**config.mk**
```make
export PLATFORM = sky130hd
export DESIGN_NAME = uart_score_cmd_parser
export DESIGN_NICKNAME = d
export VERILOG_FILES = /design/src/rtl/uart_score_cmd_parser_pkg.sv /design/src/rtl/uart_rx_byte_strobe.sv /design/src/rtl/uart_score_cmd_parser.sv
export SDC_FILE = /design/constraint.sdc
export NUM_CORES = 1
export LEC_CHECK = 0
export ABC_AREA = 1
export BUFFER_PORTS_ARGS = -buffer_cell sky130_fd_sc_hd__buf_2
export CELL_PAD_IN_SITES_DETAIL_PLACEMENT = 1
export CELL_PAD_IN_SITES_GLOBAL_PLACEMENT = 2
export CORE_ASPECT_RATIO = 0.75
export CORE_MARGIN = 1
export CORE_UTILIZATION = 34
export CTS_CLUSTER_DIAMETER = 80
export DETAILED_ROUTE_END_ITERATION = 12
export MAX_ROUTING_LAYER = met4
export PLACE_DENSITY_LB_ADDON = 0.1
export SLEW_MARGIN = 10
export SYNTH_ARGS = -nofsm -noshare
export SYNTH_HDL_FRONTEND = slang
export SYNTH_SLANG_ARGS = --single-unit
```
**constraint.sdc**
```tcl
create_clock -name CLK_50MHZ -period 4.55 [get_ports CLK_50MHZ]
set_input_delay 0.91 -clock CLK_50MHZ [delete_from_list [all_inputs] [get_ports CLK_50MHZ]]
set_output_delay 0.91 -clock CLK_50MHZ [all_outputs]
set_load 0.01 [all_outputs]
```
**src/rtl/uart_score_cmd_parser_pkg.sv**
```systemverilog
// Shared frame constants, command codes, FSM encodings and score helpers for the
// UART score command parser.
package uart_score_cmd_parser_pkg;

  localparam logic [7:0] SYNC_BYTE = 8'hA5;
  localparam logic [7:0] ACK_BYTE  = 8'h06;
  localparam logic [7:0] NAK_BYTE  = 8'h15;

  localparam logic [7:0] CMD_SET_HOME  = 8'h01;
  localparam logic [7:0] CMD_SET_GUEST = 8'h02;
  localparam logic [7:0] CMD_INC_HOME  = 8'h03;
  localparam logic [7:0] CMD_INC_GUEST = 8'h04;
  localparam logic [7:0] CMD_CLEAR     = 8'h05;

  typedef enum logic [1:0] {
    ST_IDLE = 2'd0,
    ST_CMD  = 2'd1,
    ST_ARG  = 2'd2,
    ST_CHK  = 2'd3
  } state_e;

  typedef struct packed {
    logic [7:0] home;
    logic [7:0] guest;
  } scores_t;

  function automatic logic [7:0] sat_inc(input logic [7:0] v, input logic [7:0] max_v);
    return (v >= max_v) ? max_v : v + 8'd1;
  endfunction

endpackage

```
**src/rtl/uart_rx_byte_strobe.sv**
```systemverilog
// RX_DONE rising-edge detect: byte_vld is high only in the first cycle of a DONE
// level, byte_dat passes RX_DATA through that same cycle. Zero latency, no backpressure.
module uart_rx_byte_strobe (
  input  logic       i_clk,
  input  logic       i_rst_n,
  input  logic       i_rx_done,
  input  logic [7:0] i_rx_data,
  output logic       o_byte_vld,
  output logic [7:0] o_byte_dat
);

  logic r_done_q;

  always_ff @(posedge i_clk) begin
    if (!i_rst_n) r_done_q <= 1'b0;
    else          r_done_q <= i_rx_done;
  end

  assign o_byte_vld = i_rx_done & ~r_done_q;
  assign o_byte_dat = i_rx_data;

endmodule

```
**src/rtl/uart_score_cmd_parser.sv**
```systemverilog
// Assembles A5/CMD/ARG/CHK frames, updates home/guest scores and requests ACK/NAK.
// Results appear 1 cycle after the CHK byte; no backpressure from the transmitter.
module uart_score_cmd_parser
  import uart_score_cmd_parser_pkg::*;
#(
  parameter int MAX_SCORE      = 99,
  parameter int TIMEOUT_CYCLES = 5000,
  parameter int TO_W           = 16
) (
  input  logic       CLK_50MHZ,
  input  logic       RST,
  input  logic [7:0] RX_DATA,
  input  logic       RX_DONE,
  output logic [7:0] SCORE_HOME,
  output logic [7:0] SCORE_GUEST,
  output logic       FRAME_OK,
  output logic       FRAME_ERR,
  output logic [7:0] TX_DATA,
  output logic       TX_TRG
);

  localparam logic [7:0]      MAX_B   = 8'(MAX_SCORE);
  localparam logic [TO_W-1:0] TO_LAST = TO_W'(TIMEOUT_CYCLES - 1);

  logic       w_byte_vld;
  logic [7:0] w_byte_dat;

  uart_rx_byte_strobe u_strobe (
    .i_clk      (CLK_50MHZ),
    .i_rst_n    (RST),
    .i_rx_done  (RX_DONE),
    .i_rx_data  (RX_DATA),
    .o_byte_vld (w_byte_vld),
    .o_byte_dat (w_byte_dat)
  );

  state_e          r_state, w_state_nxt;
  logic [TO_W-1:0] r_to_cnt, w_to_nxt;
  logic [7:0]      r_cmd, r_arg, w_cmd_nxt, w_arg_nxt;
  scores_t         r_score, w_score_nxt, w_exec_score;
  logic            w_exec_ok;
  logic            r_ok, r_err, r_trg, w_ok_nxt, w_err_nxt, w_trg_nxt;
  logic [7:0]      r_tx, w_tx_nxt;

  // Frame evaluation against the incoming CHK byte; only used in ST_CHK on accept.
  always_comb begin
    w_exec_ok    = 1'b0;
    w_exec_score = r_score;
    if (w_byte_dat == (r_cmd ^ r_arg)) begin
      case (r_cmd)
        CMD_SET_HOME: if (r_arg <= MAX_B) begin
          w_exec_ok          = 1'b1;
          w_exec_score.home  = r_arg;
        end
        CMD_SET_GUEST: if (r_arg <= MAX_B) begin
          w_exec_ok          = 1'b1;
          w_exec_score.guest = r_arg;
        end
        CMD_INC_HOME: begin
          w_exec_ok          = 1'b1;
          w_exec_score.home  = sat_inc(r_score.home, MAX_B);
        end
        CMD_INC_GUEST: begin
          w_exec_ok          = 1'b1;
          w_exec_score.guest = sat_inc(r_score.guest, MAX_B);
        end
        CMD_CLEAR: begin
          w_exec_ok          = 1'b1;
          w_exec_score       = '0;
        end
        default: w_exec_ok = 1'b0;
      endcase
    end
  end

  always_comb begin
    w_state_nxt = r_state;
    w_to_nxt    = '0;
    w_cmd_nxt   = r_cmd;
    w_arg_nxt   = r_arg;
    w_score_nxt = r_score;
    w_ok_nxt    = 1'b0;
    w_err_nxt   = 1'b0;
    w_trg_nxt   = 1'b0;
    w_tx_nxt    = r_tx;

    // Inter-byte gap timer; an accept in the terminal cycle takes priority.
    if (r_state != ST_IDLE && !w_byte_vld) begin
      if (r_to_cnt == TO_LAST) begin
        w_state_nxt = ST_IDLE;
        w_err_nxt   = 1'b1;
        w_trg_nxt   = 1'b1;
        w_tx_nxt    = NAK_BYTE;
      end else begin
        w_to_nxt    = r_to_cnt + 1'b1;
      end
    end

    if (w_byte_vld) begin
      case (r_state)
        ST_IDLE: if (w_byte_dat == SYNC_BYTE) w_state_nxt = ST_CMD;
        ST_CMD: begin
          w_cmd_nxt   = w_byte_dat;
          w_state_nxt = ST_ARG;
        end
        ST_ARG: begin
          w_arg_nxt   = w_byte_dat;
          w_state_nxt = ST_CHK;
        end
        ST_CHK: begin
          w_state_nxt = ST_IDLE;
          w_trg_nxt   = 1'b1;
          if (w_exec_ok) begin
            w_score_nxt = w_exec_score;
            w_ok_nxt    = 1'b1;
            w_tx_nxt    = ACK_BYTE;
          end else begin
            w_err_nxt   = 1'b1;
            w_tx_nxt    = NAK_BYTE;
          end
        end
        default: w_state_nxt = ST_IDLE;
      endcase
    end
  end

  always_ff @(posedge CLK_50MHZ) begin
    if (!RST) begin
      r_state  <= ST_IDLE;
      r_to_cnt <= '0;
      r_cmd    <= '0;
      r_arg    <= '0;
      r_score  <= '0;
      r_ok     <= 1'b0;
      r_err    <= 1'b0;
      r_trg    <= 1'b0;
      r_tx     <= 8'h00;
    end else begin
      r_state  <= w_state_nxt;
      r_to_cnt <= w_to_nxt;
      r_cmd    <= w_cmd_nxt;
      r_arg    <= w_arg_nxt;
      r_score  <= w_score_nxt;
      r_ok     <= w_ok_nxt;
      r_err    <= w_err_nxt;
      r_trg    <= w_trg_nxt;
      r_tx     <= w_tx_nxt;
    end
  end

  assign SCORE_HOME  = r_score.home;
  assign SCORE_GUEST = r_score.guest;
  assign FRAME_OK    = r_ok;
  assign FRAME_ERR   = r_err;
  assign TX_DATA     = r_tx;
  assign TX_TRG      = r_trg;

endmodule
```
==> summary.txt, run 1 <==
Min path
  – HP Class: reg2reg

Timing
  – Worst slew pin tran: 0.7475 ns
  – Setup violators final: 0
  – Fmax: 438.2 MHz
  – Fin. Hold Viols: 0
  – Fin crit period: 2.282 ns
  – Max_slew headroom: 0.5016
  – RSZ-0062 raised after global routing: no
  – Setup Skew: 0.004583 ns
  – Setup TNS Final: 0 ns
  – Max Slew Vio Count: 0
  – Period utilization: 0.5016

Worst setup path
  – Worst path depth: 4
  – Worst Setup SP: RST
  – Worst EP required: 4.83 ns
  – CP cell instances: buf_2 -> nand3_1 -> a21oi_1 -> o21a_1
  – Critical-path maximum fanout: 41
  – CP Launch Type: primary input
  – CP endpoint kind: register
  – Worst Path Arrival: 2.56 ns
  – Worst setup endpoint: r_to_cnt[10]$_SDFF_PP0_
  – Master of the slowest instance on the critical path: nand3_1
  – CP Class: in2reg
  – Reg2reg end: TX_DATA[0]$_SDFF_PN0_
  – FF-to-FF Start: r_cmd[6]$_SDFFE_PN0P_
  – Cell family with most CP delay: simple AND/OR/NAND/NOR gates
  – Reg2reg setup slack: 2.55 ns
  – Bufs and invs on worst path: 1
  – CP max stage delay: 0.63 ns
  – R2R cell count: 12

Layout
  – Final nets: 594
  – Multi-input logic area: 1872 sq um
  – Fill cell count: 1,284
  – Share of cells above drive strength 1: 0.1343
  – Sequential cell area: 1241 sq um
  – Non-Filler Instances: 713
  – Area growth syn-to-layout: 17.15%
  – Antenna cells: 0

Clock tree
  – Clock Sinks: 62
  – Clock Tree Root: clkbuf_16
  – CTS hold repair buffers: 0
  – Post_cts resized: 0
  – Setup bufs post-CTS: 0
  – Worst-Skew Late Latency: 0.33 ns
  – Clock buffer count from CTS: 9
  – CTS Buffer Depth: 2
  – H-Tree Level Count: 3
  – CTS tree: built
  – Clock transition at the registers of the reported paths: 0.06 ns

Synth
  – Cell count after synthesis: 536
  – Yosys cell types: 31
  – Syn Area/Cell: 6.410 sq um
  – Flops & latches, synth: 62
  – Yosys Warn Count: 0
  – Mapped cell area: 3436 sq um
  – Syn nets: 554
  – Sequential element share of the synthesized area: 0.3613

Global route
  – Total global routing overflow: 0
  – Largest net degree at the start of global routing: 42
  – All-layer global routing usage: 0.2055
  – First-pass GRT wire length: 16.36 mm
  – Antenna violations before repair: 0
  – Vias in the first global route: 3,368

Placed design
  – DP HPWL: 7.583 mm
  – GPL Wtd Cong: 0.7578
  – Port-buffer cells: 37
  – Placed cell count: 697

Route
  – Detailed router's first-iteration violation count: 173
  – Antenna viol nets, final: 0
  – Routed vias: 3,456
  – Post-route DRC: 0
  – Average wire per standard cell: 13.89 um
  – Vias per inst: 4.847
  – Final wirelength: 9.902 mm
  – Drt first pass iters: 4

Die
  – Die width: 118.1 um
  – Core area: 9736 sq um
  – IO Pins: 38
  – Starting density of the core: 0.3529
  – Die Area: 10,520 sq um
  – Die Y: 89.06 um
  – Cell Rows: 31

Flow run
  – Maxcap violations: 0

Power and ir drop
  – Leakage: 1.826 nW
  – Worst VDD drop: 0.0002142 V
  – Power per cell area: 305.0 nW/um^2

Outcome
  – Status: finished clean
[cell type report]
| type | count | area share |
|---|---|---|
| inverters | 76 | 0.07087 |
| repair buffers | 37 | 0.04601 |
| clock buffers | 11 | 0.06030 |
| flip-flops and latches | 62 | 0.3084 |
| clock inverters | 5 | 0.008393 |
| multi-input cells | 390 | 0.4650 |
| well taps | 132 | 0.04103 |
[worst min path at each step]
stage                                start                      to  slack, ns  depth (start not counted)
floorplan           r_to_cnt[0]$_SDFF_PP0_  r_to_cnt[0]$_SDFF_PP0_       0.43                          1
global placement     TX_DATA[5]$_SDFF_PN0_   TX_DATA[5]$_SDFF_PN0_       0.41                          2
detailed placement   TX_DATA[7]$_SDFF_PN0_   TX_DATA[7]$_SDFF_PN0_       0.42                          2
CTS                  TX_DATA[7]$_SDFF_PN0_   TX_DATA[7]$_SDFF_PN0_       0.43                          2
global route         TX_DATA[7]$_SDFF_PN0_   TX_DATA[7]$_SDFF_PN0_       0.45                          2
finish               TX_DATA[7]$_SDFF_PN0_   TX_DATA[7]$_SDFF_PN0_       0.43                          2
[metrics by stage]
step / area [sq um] / utilization / worst slack (ns) / hold WS, ns / power, mW
finish: 4025 / 0.4134 / 2.268 / 0.4272 / 1.227
global route: 4025 / 0.4134 / 2.065 / 0.4492 / 1.275
CTS: 4025 / 0.4134 / 2.200 / 0.4281 / 1.246
detailed placement: 3749 / 0.3850 / 1.853 / 0.4179 / 0.5976
global placement: 3749 / 0.3850 / 1.870 / 0.4107 / 0.5961
floorplan: 3436 / - / 2.474 / 0.4303 / 0.5819
[state kept, by name, summed over array words and instances (netlist names), named ones only]
register and count:
r_arg 8, r_cmd 8, r_to_cnt 16, r_state 1
SCORE_GUEST 8, SCORE_HOME 8, FRAME_OK 1, TX_DATA 8
TX_TRG 1, FRAME_ERR 1, u_strobe.r_done_q 1
[cells in the mapped netlist]
cell      instances  area, sq um
a211oi_1          1        7.510
a21oi_1          34        170.2
a22oi_1           3        22.52
buf_1             1        3.750
buf_6             1        11.26
clkbuf_1          6        22.52
dfxtp_1          62         1241
ha_1              7        87.58
inv_1            65        244.0
inv_2            11        41.29
nand2_1         140        525.5
nand2_2           3        18.77
nand2_4           1        11.26
nand3_1          45        225.2
nand3_2           1        10.01
nand3b_1          4        30.03
nand4_1          12        75.07
nor2_1           82        307.8
nor2_2            2        12.51
nor2_4            4        45.04
nor2_8            1        20.02
nor3_1            4        20.02
nor3_2            1        10.01
nor3b_1           2        15.01
o21a_1            4        30.03
o21ai_0          28        140.1
o31ai_1           1        7.510
or2_1             1        6.260
or2_2             2        12.51
xnor2_1           2        17.52
xor2_1            5        43.79
[cell families (layout without fill, tap and decap cells)]
kind of cell | Yosys count | after routing | synth area share
flops | 62 | 62 | 0.3613
compound gates | 71 | 71 | 0.1100
buf+inv | 84 | 129 | 0.09395
simple gates | 305 | 305 | 0.3915
xor+xnor | 7 | 7 | 0.01784
fa+ha+maj | 7 | 7 | 0.02549
[worst register-to-register path: stages (launching register included)]
cell,delay [ns]
dfxtp_1,0.33
nor2_1,0.18
nand2_1,0.17
inv_2,0.13
nand2_2,0.09
inv_2,0.15
nor2_1,0.08
nand2_2,0.13
inv_2,0.06
nor2_4,0.27
nand2_1,0.15
nand2_1,0.11
nor2_1,0.06
[metal layers]
metal	global-route usage	vias up	routed length [um]
li1	-	1779	-
met1	0.2771	1610	5314
met3	0.04911	10	426
met2	0.3048	57	4062
met5	-	-	0
met4	0.05828	0	99
[where the power goes]
part | internal [mW] | switching, mW | total [mW]
clock | 0.383 | 0.258 | 0.642
sequential | 0.544 | 0.000514 | 0.544
combinational | 0.0130 | 0.0286 | 0.0416
[placed cells by master (no fill, tap or decap), types with 3 or more instances in the layout]
master,count
nor3_1,4
o21a_1,4
buf_2,37
nand2_2,3
clkbuf_16,9
a22oi_1,3
a21oi_1,34
xor2_1,5
nand3b_1,4
nor2_4,4
nand3_1,45
nand4_1,12
inv_1,65
o21ai_0,28
ha_1,7
nand2_1,140
nor2_1,82
dfxtp_1,62
inv_2,11
(Power assumes the default switching activity.)
==> inputs of run 2 (changes only) <==
- ABC_AREA: 1 -> 0
- CORE_UTILIZATION: 34 -> 32
- clock period: 4.55 -> 1.96 ns (I/O delays scaled with it)
==> run 2 against run 1 <==
Compared with the run above:
- via count fell by 7.2%
- utilization rose by 2.7 points
- synthesized area fell by 1.8%
- power rose to 2.7 times the previous value
- sequential power rose by 130%
- global-route usage rose by 1.2 points
- synthesized cell count fell by 29%
- non-clock buffer count rose by 58
- setup slack got worse by 2.2 ns
==> summary.txt, run 2 <==
Clock tree
  – CTS tree: built
  – Worst-Skew Late Latency: 0.33 ns (about the same)
  – Clock Sinks: 62 (unchanged)
  – CTS Buffer Depth: 2 (unchanged)
  – H-Tree Level Count: 3 (unchanged)
  – Clock transition at the registers of the reported paths: 0.06 ns (about the same)
  – Clock buffer count from CTS: 9 (unchanged)
  – CTS hold repair buffers: 0 (unchanged)
  – Clock Tree Root: clkbuf_16

Global route
  – Total global routing overflow: 0 (unchanged)
  – All-layer global routing usage: 0.2174 (+0.01189)
  – Largest net degree at the start of global routing: 33 (-21%)
  – Antenna violations before repair: 0 (unchanged)
  – Vias in the first global route: 3,255 (-3.4%)
  – First-pass GRT wire length: 17.52 mm (+7.1%)

Worst setup path
  – Worst Path Arrival: 2.08 ns (-0.48 ns)
  – FF-to-FF Start: SCORE_HOME[0]$_SDFFE_PN0P_
  – Reg2reg setup slack: 0.09 ns (-2.46 ns)
  – Critical-path maximum fanout: 3 (-93%)
  – CP endpoint kind: register
  – Worst EP required: 2.16 ns (-2.67 ns)
  – R2R cell count: 7 (-5)
  – CP Launch Type: register
  – Reg2reg end: SCORE_HOME[5]$_SDFFE_PN0P_
  – CP Class: reg2reg

Route
  – Drt first pass iters: 4 (unchanged)
  – Post-route DRC: 0 (unchanged)
  – Detailed router's first-iteration violation count: 134 (-23%)
  – Antenna viol nets, final: 0 (unchanged)
  – Vias per inst: 5.285 (+9.0%)
  – Routed vias: 3,208 (-7.2%)
  – Average wire per standard cell: 17.86 um (+29%)
  – Final wirelength: 10.84 mm (+9.5%)

Outcome
  – Status: finished clean

Placed design
  – GPL Wtd Cong: 0.8024 (+5.9%)
  – DP HPWL: 8.102 mm (+6.8%)
  – Port-buffer cells: 37 (unchanged)

Synth
  – Async SR Flop Fraction: 0 (unchanged)
  – Cell count after synthesis: 378 (-29%)
  – Yosys Warn Count: 0 (unchanged)
  – Synth top area share: 0.3678 (+0.006563)
  – Top-count cell post-synth: dfxtp_1
  – Commonest cells post-synth: dfxtp_1 (62), nand2_1 (42), a21oi_1 (36), nand3_1 (32), nor2_1 (27)
  – Syn nets: 396 (-29%)
  – Yosys cell types: 62 (+100%)
  – Flops & latches, synth: 62 (unchanged)
  – Area contributors post-synth: dfxtp_1 (37%), a21oi_1 (5.3%), nand3_1 (4.7%)
  – Largest area contributor in the netlist: dfxtp_1
  – Syn Area/Cell: 8.927 sq um (+39%)
  – EDFF count, synth: 0 (unchanged)
  – Sequential element share of the synthesized area: 0.3678 (+0.006563)
  – Mapped cell area: 3374 sq um (-1.8%)
  – Top FF cell, synth: dfxtp_1

Power and ir drop
  – Reg power frac: 0.375 (-0.068)
  – Int Power: 2.709 mW (+190%)
  – Comb power frac: 0.031 (-0.003)
  – Switch Pwr: 0.6552 mW (+130%)
  – Power per cell area: 745.2 nW/um^2 (+140%)
  – Clock share of power: 0.593 (+0.070)
  – Sw Share: 0.1948 (-0.03947)
  – Leakage: 1.810 nW (-0.87%)
  – Worst VDD drop: 0.0004477 V (+110%)

Layout
  – Largest register FFs: 16 (unchanged)
  – Share of cells above drive strength 1: 0.3248 (+0.1906)
  – Final nets: 484 (-19%)
  – Sequential cell area: 1242 sq um (+0.10%)
  – Largest Register: r_to_cnt
  – Leading cell type in the layout, fill and taps excluded: dfxtp_1
  – Multi-input logic area: 2057 sq um (+9.9%)
  – Area growth syn-to-layout: 33.78%
  – Fill cell count: 1,222 (-4.8%)
  – Commonest cells after routing, fill and taps aside: dfxtp_1 (61), buf_4 (55), nand2_1 (41), buf_2 (37), a21oi_1 (36)
  – Antenna cells: 0 (unchanged)

Timing
  – Setup violators final: 0 (unchanged)
  – Max Slew Vio Count: 0 (unchanged)
  – Setup TNS Final: 0 ns (unchanged)
  – Worst slew pin tran: 0.4741 ns (-0.2735 ns)
  – Hold_ws: 0.2756 ns (-0.1517 ns)
  – Fmax: 534.4 MHz
  – Setup Skew: 0.005344 ns (+0.0007608 ns)
  – Period utilization: 0.9547
  – Fin crit period: 1.871 ns
  – Fin. Hold Viols: 0 (unchanged)
  – Max_slew headroom: 0.6839 (+0.1823)

Die
  – IO Pins: 38 (unchanged)
  – Starting density of the core: 0.3292 (-0.02369)
  – Core area: 10,250 sq um (+5.3%)
  – Die width: 120.6 um (+2.1%)
  – Cell Rows: 32 (+3.2%)
  – Die Area: 10,960 sq um (+4.3%)
  – Die Y: 90.93 um (+2.1%)

Flow run
  – Maxcap violations: 0 (unchanged)

Min path
  – Hold Crit Endpoint: u_strobe.r_done_q$_SDFF_PN0_
  – Hold path cells: 2 (unchanged)
  – HP Class: in2reg
  – Hold Startpoint: RX_DONE
-- run 2: power groups by stage --
stage,Clock (mW),Sequential [mW],Combinational [mW]
after floorplan,0,1.29,0.0556
after global placement,0,1.29,0.104
after detailed placement,0,1.29,0.105
after CTS,2.05,1.26,0.106
after global routing,2.09,1.26,0.113
final,2.00,1.26,0.105
-- run 2: final cells by class --
type                            instances  area share
Clock buffer                           10     0.05294
Clock inverter                          6     0.02938
Inverter                               11    0.009146
Multi-Input combinational cell        287      0.4557
Sequential cell                        62      0.2752
Tap cell                              136     0.03769
Timing Repair Buffer                   95      0.1400
-- run 2: worst max-delay path by stage --
stage	start	to	depth (start not counted)
5_1_grt	r_arg[2]$_SDFFE_PN0P_	SCORE_GUEST[1]$_SDFFE_PN0P_	6
3_3_place_gp	RX_DATA[1]	SCORE_HOME[4]$_SDFFE_PN0P_	8
4_1_cts	SCORE_HOME[0]$_SDFFE_PN0P_	SCORE_HOME[5]$_SDFFE_PN0P_	6
2_1_floorplan	SCORE_HOME[0]$_SDFFE_PN0P_	SCORE_HOME[4]$_SDFFE_PN0P_	6
3_5_place_dp	RX_DATA[7]	SCORE_HOME[3]$_SDFFE_PN0P_	8
6_report	SCORE_HOME[0]$_SDFFE_PN0P_	SCORE_HOME[5]$_SDFFE_PN0P_	7
-- run 2: cells by family (layout without fill, tap and decap cells) --
group,count (synthesis),count (layout),synth area share
AO/OA/AOI/OAI,99,99,0.2147
AND/OR/NAND/NOR,157,157,0.2532
adder cells (fa/ha/maj),7,7,0.02595
multiplexers,1,1,0.002966
flip-flops,62,62,0.3678
XOR/XNOR,23,23,0.09344
buffers and inverters,29,122,0.04190
-- run 2: what timing repair did --
action / CTS / global route
setup buffers: 0 / 3
gates resized for setup: 0 / 18
setup endpoints to repair: 0 / 18
-- run 2: per-layer routing --
layer  track usage  wire length, um  vias up
li1              -                -     1561
met5             -                0        -
met4       0.06173              121        0
met2        0.3123             4637       61
met1        0.3056             5665     1575
met3       0.04523              419       11
-- run 2: critical path, cell delays in order, from the launching register on --
cell	delay, ns
dfxtp_1	0.32
ha_2	0.19
or4_4	0.45
a31oi_4	0.22
buf_4	0.15
nand4_1	0.14
a31oi_2	0.23
a211oi_2	0.06
-- run 2: stage by stage --
step                worst slack [ns]  power, mW  cell area, sq um    util  std cells
floorplan                    0.03502      1.346              3374       -        378
global placement           -0.004085      1.395              4043  0.3944        588
detailed placement          -0.04988      1.396              4043  0.3944        588
CTS                          0.01294      3.416              4414  0.4307        604
global route                -0.01350      3.462              4514  0.4404        607
finish                       0.08884      3.364              4514  0.4404        607
==> inputs of run 3 (changes only) <==
- CORE_MARGIN: 1 -> 2
- PLACE_DENSITY: unset -> 0.73
- PLACE_DENSITY_LB_ADDON: 0.1 -> unset
==> run 3 against run 2 <==
Compared with the run above:
- sequential power hardly changed
- die area is 3.9% higher
- largest cell class unchanged
- cell count is 0.66% lower
- critical path type unchanged
- worst hold slack better by 0.0081 ns
- highest routed layer unchanged
- fmax is 2.7% lower
- critical endpoint unchanged
- global-route usage is 2.1 points lower
- sequential share of layout area is 0.56 points higher
- utilization is 1.1 points lower
- sequential cell count stayed put
- first-iteration DRC count is 23% higher
- routed wire length is 4.3% lower
- largest power group unchanged
- count of clock-buffer cells in the layout is 1 higher
==> summary.txt, run 3 (synthesized netlist as in run 2, its figures left out) <==
Worst setup path
  – CP endpoint kind: register
  – CP Class: reg2reg
  – Critical-path maximum fanout: 7 (+4)
  – CP Launch Type: register
  – Worst EP required: 2.22 ns (+0.06 ns)
  – Worst Path Arrival: 2.19 ns (+0.11 ns)

Die
  – IO Pins: 38 (unchanged)
  – Die Area: 11,390 sq um (+3.9%)
  – Cell Rows: 32 (unchanged)
  – Die width: 122.6 um (+1.7%)
  – Die Y: 92.93 um (+2.2%)
  – Starting density of the core: 0.3279 (-0.001281)
  – Core area: 10,290 sq um (+0.39%)

Route
  – Detailed router's first-iteration violation count: 165 (+23%)
  – Routed vias: 3,136 (-2.2%)
  – Final wirelength: 10.38 mm (-4.3%)
  – Vias per inst: 5.201 (-1.6%)
  – Antenna viol nets, final: 0 (unchanged)
  – Drt first pass iters: 4 (unchanged)
  – Average wire per standard cell: 17.21 um (-3.7%)
  – Post-route DRC: 0 (unchanged)

Layout
  – Commonest cells after routing, fill and taps aside: dfxtp_1 (62), buf_4 (51), nand2_1 (41), buf_2 (37), a21oi_1 (36)
  – Largest Register: r_to_cnt
  – Leading cell type in the layout, fill and taps excluded: dfxtp_1
  – Share of cells above drive strength 1: 0.3084 (-0.01649)
  – Area growth syn-to-layout: 31.00%
  – Non-Filler Instances: 603 (-0.66%)
  – Final Core Density: 0.4296 (-0.01083)
  – Fill cell count: 1,226 (+0.33%)
  – Largest register FFs: 16 (unchanged)
  – Antenna cells: 0 (unchanged)
  – Final nets: 480 (-0.83%)

Power and ir drop
  – Reg power frac: 0.422 (+0.047)
  – Clock share of power: 0.543 (-0.050)
  – Worst VDD drop: 0.0004227 V (-5.6%)
  – Leakage: 1.759 nW (-2.8%)
  – Int Power: 2.325 mW (-14%)
  – Comb power frac: 0.035 (+0.004)
  – Power per cell area: 676.4 nW/um^2 (-9.2%)
  – Sw Share: 0.2222 (+0.02748)
  – Switch Pwr: 0.6645 mW (+1.4%)

Timing
  – Max_slew headroom: 0.5793 (-0.1046)
  – Hold_ws: 0.2837 ns (+0.008075 ns)
  – Setup violators final: 0 (unchanged)
  – Fmax: 520.2 MHz (-2.7%)
  – Worst slew pin tran: 0.6252 ns (+0.1511 ns)
  – Setup Skew: 0.01711 ns (+0.01177 ns)
  – Fin. Hold Viols: 0 (unchanged)
  – Worst Setup Slack, final: 0.03765 ns (-0.05119 ns)
  – Max Slew Vio Count: 0 (unchanged)
  – Period utilization: 0.9808 (+0.02612)
  – Fin crit period: 1.922 ns (+0.05119 ns)

Min path
  – HP Class: in2reg

Clock tree
  – Clock transition at the registers of the reported paths: 0.07 ns (about the same)
  – CTS hold repair buffers: 0 (unchanged)
  – CTS Buffer Depth: 2 (unchanged)
  – H-Tree Level Count: 3 (unchanged)
  – Clock buffer count from CTS: 9 (unchanged)
  – Clock Sinks: 62 (unchanged)
  – Worst-Skew Late Latency: 0.34 ns (about the same)
  – Clock Tree Root: clkbuf_16
  – CTS tree: built

Placed design
  – Placed cell count: 584 (-0.68%)
  – Dpl ws: -0.04675 ns (+0.003130 ns)
  – GPL Wtd Cong: 0.8086 (+0.77%)
  – DP HPWL: 7.585 mm (-6.4%)
  – Port-buffer cells: 37 (unchanged)

Global route
  – Total global routing overflow: 0 (unchanged)
  – First-pass GRT wire length: 16.80 mm (-4.1%)
  – Largest net degree at the start of global routing: 33 (unchanged)
  – Antenna violations before repair: 0 (unchanged)
  – Vias in the first global route: 3,208 (-1.4%)
  – All-layer global routing usage: 0.1966 (-0.02074)

Flow run
  – Maxcap violations: 0 (unchanged)

Outcome
  – Status: finished clean
run 3: changes by cell type in the layout (fill, tap and decap cells not counted), sizes merged:
cell / before / now
buf: 95 / 91
bufinv: 4 / 1
clkbuf: 10 / 11
clkinv: 1 / 2
clkinvlp: 1 / 2
run 3: timing repair:
item,in CTS,in global routing
setup buffers,0,3
endpoints found under the setup margin,4,10
pin swaps,0,8
gates resized for setup,3,10
run 3: path summary, 6_finish.rpt:
check | start | endpoint | slack, ns | depth (start not counted)
worst max-delay path | r_cmd[2]$_SDFFE_PN0P_ | SCORE_HOME[5]$_SDFFE_PN0P_ | 0.04 | 7
worst min-delay path | RX_DONE | u_strobe.r_done_q$_SDFF_PN0_ | 0.28 | 2
worst max register to register | r_cmd[2]$_SDFFE_PN0P_ | SCORE_HOME[5]$_SDFFE_PN0P_ | 0.04 | 7
worst min register to register | r_to_cnt[0]$_SDFF_PP0_ | r_to_cnt[0]$_SDFF_PP0_ | 0.47 | 1
run 3: layout make-up:
type	count	area, sq um	area share
well taps	136	170.2	0.03849
clock buffers	11	242.7	0.05491
inverters	11	41.29	0.009341
repair buffers	91	619.3	0.1401
flip-flops and latches	62	1241	0.2808
multi-input cells	287	2047	0.4631
clock inverters	5	58.81	0.01330
run 3: critical path, stage by stage, from the launching register on:
cell and delay (ns):
dfxtp_1 0.33, xnor3_1 0.43, nand3_2 0.12, nor4_4 0.33, buf_6 0.18, buf_4 0.15
a31oi_1 0.11, a211oi_2 0.20
run 3: power groups by stage:
stage / combinational (mW) / clock (mW) / sequential, mW
floorplan: 0.0556 / 0 / 1.29
global placement: 0.102 / 0 / 1.29
detailed placement: 0.104 / 0 / 1.29
CTS: 0.104 / 1.66 / 1.26
global route: 0.113 / 1.71 / 1.26
finish: 0.104 / 1.62 / 1.26
run 3: routing by layer:
metal	track usage	vias to the layer above	wire (um)
li1	-	1546	-
met3	0.04495	7	541
met4	0.04598	0	91
met2	0.2764	68	4302
met1	0.2835	1515	5442
met5	-	-	0
run 3: through the flow:
step,total power [mW],TNS [ns],instance area (sq um)
4_1_cts,3.023,0,4352
3_3_place_gp,1.393,-0.1112,4038
3_5_place_dp,1.394,-0.3011,4038
2_1_floorplan,1.346,0,3374
5_1_grt,3.089,-0.01711,4420
6_report,2.990,0,4420
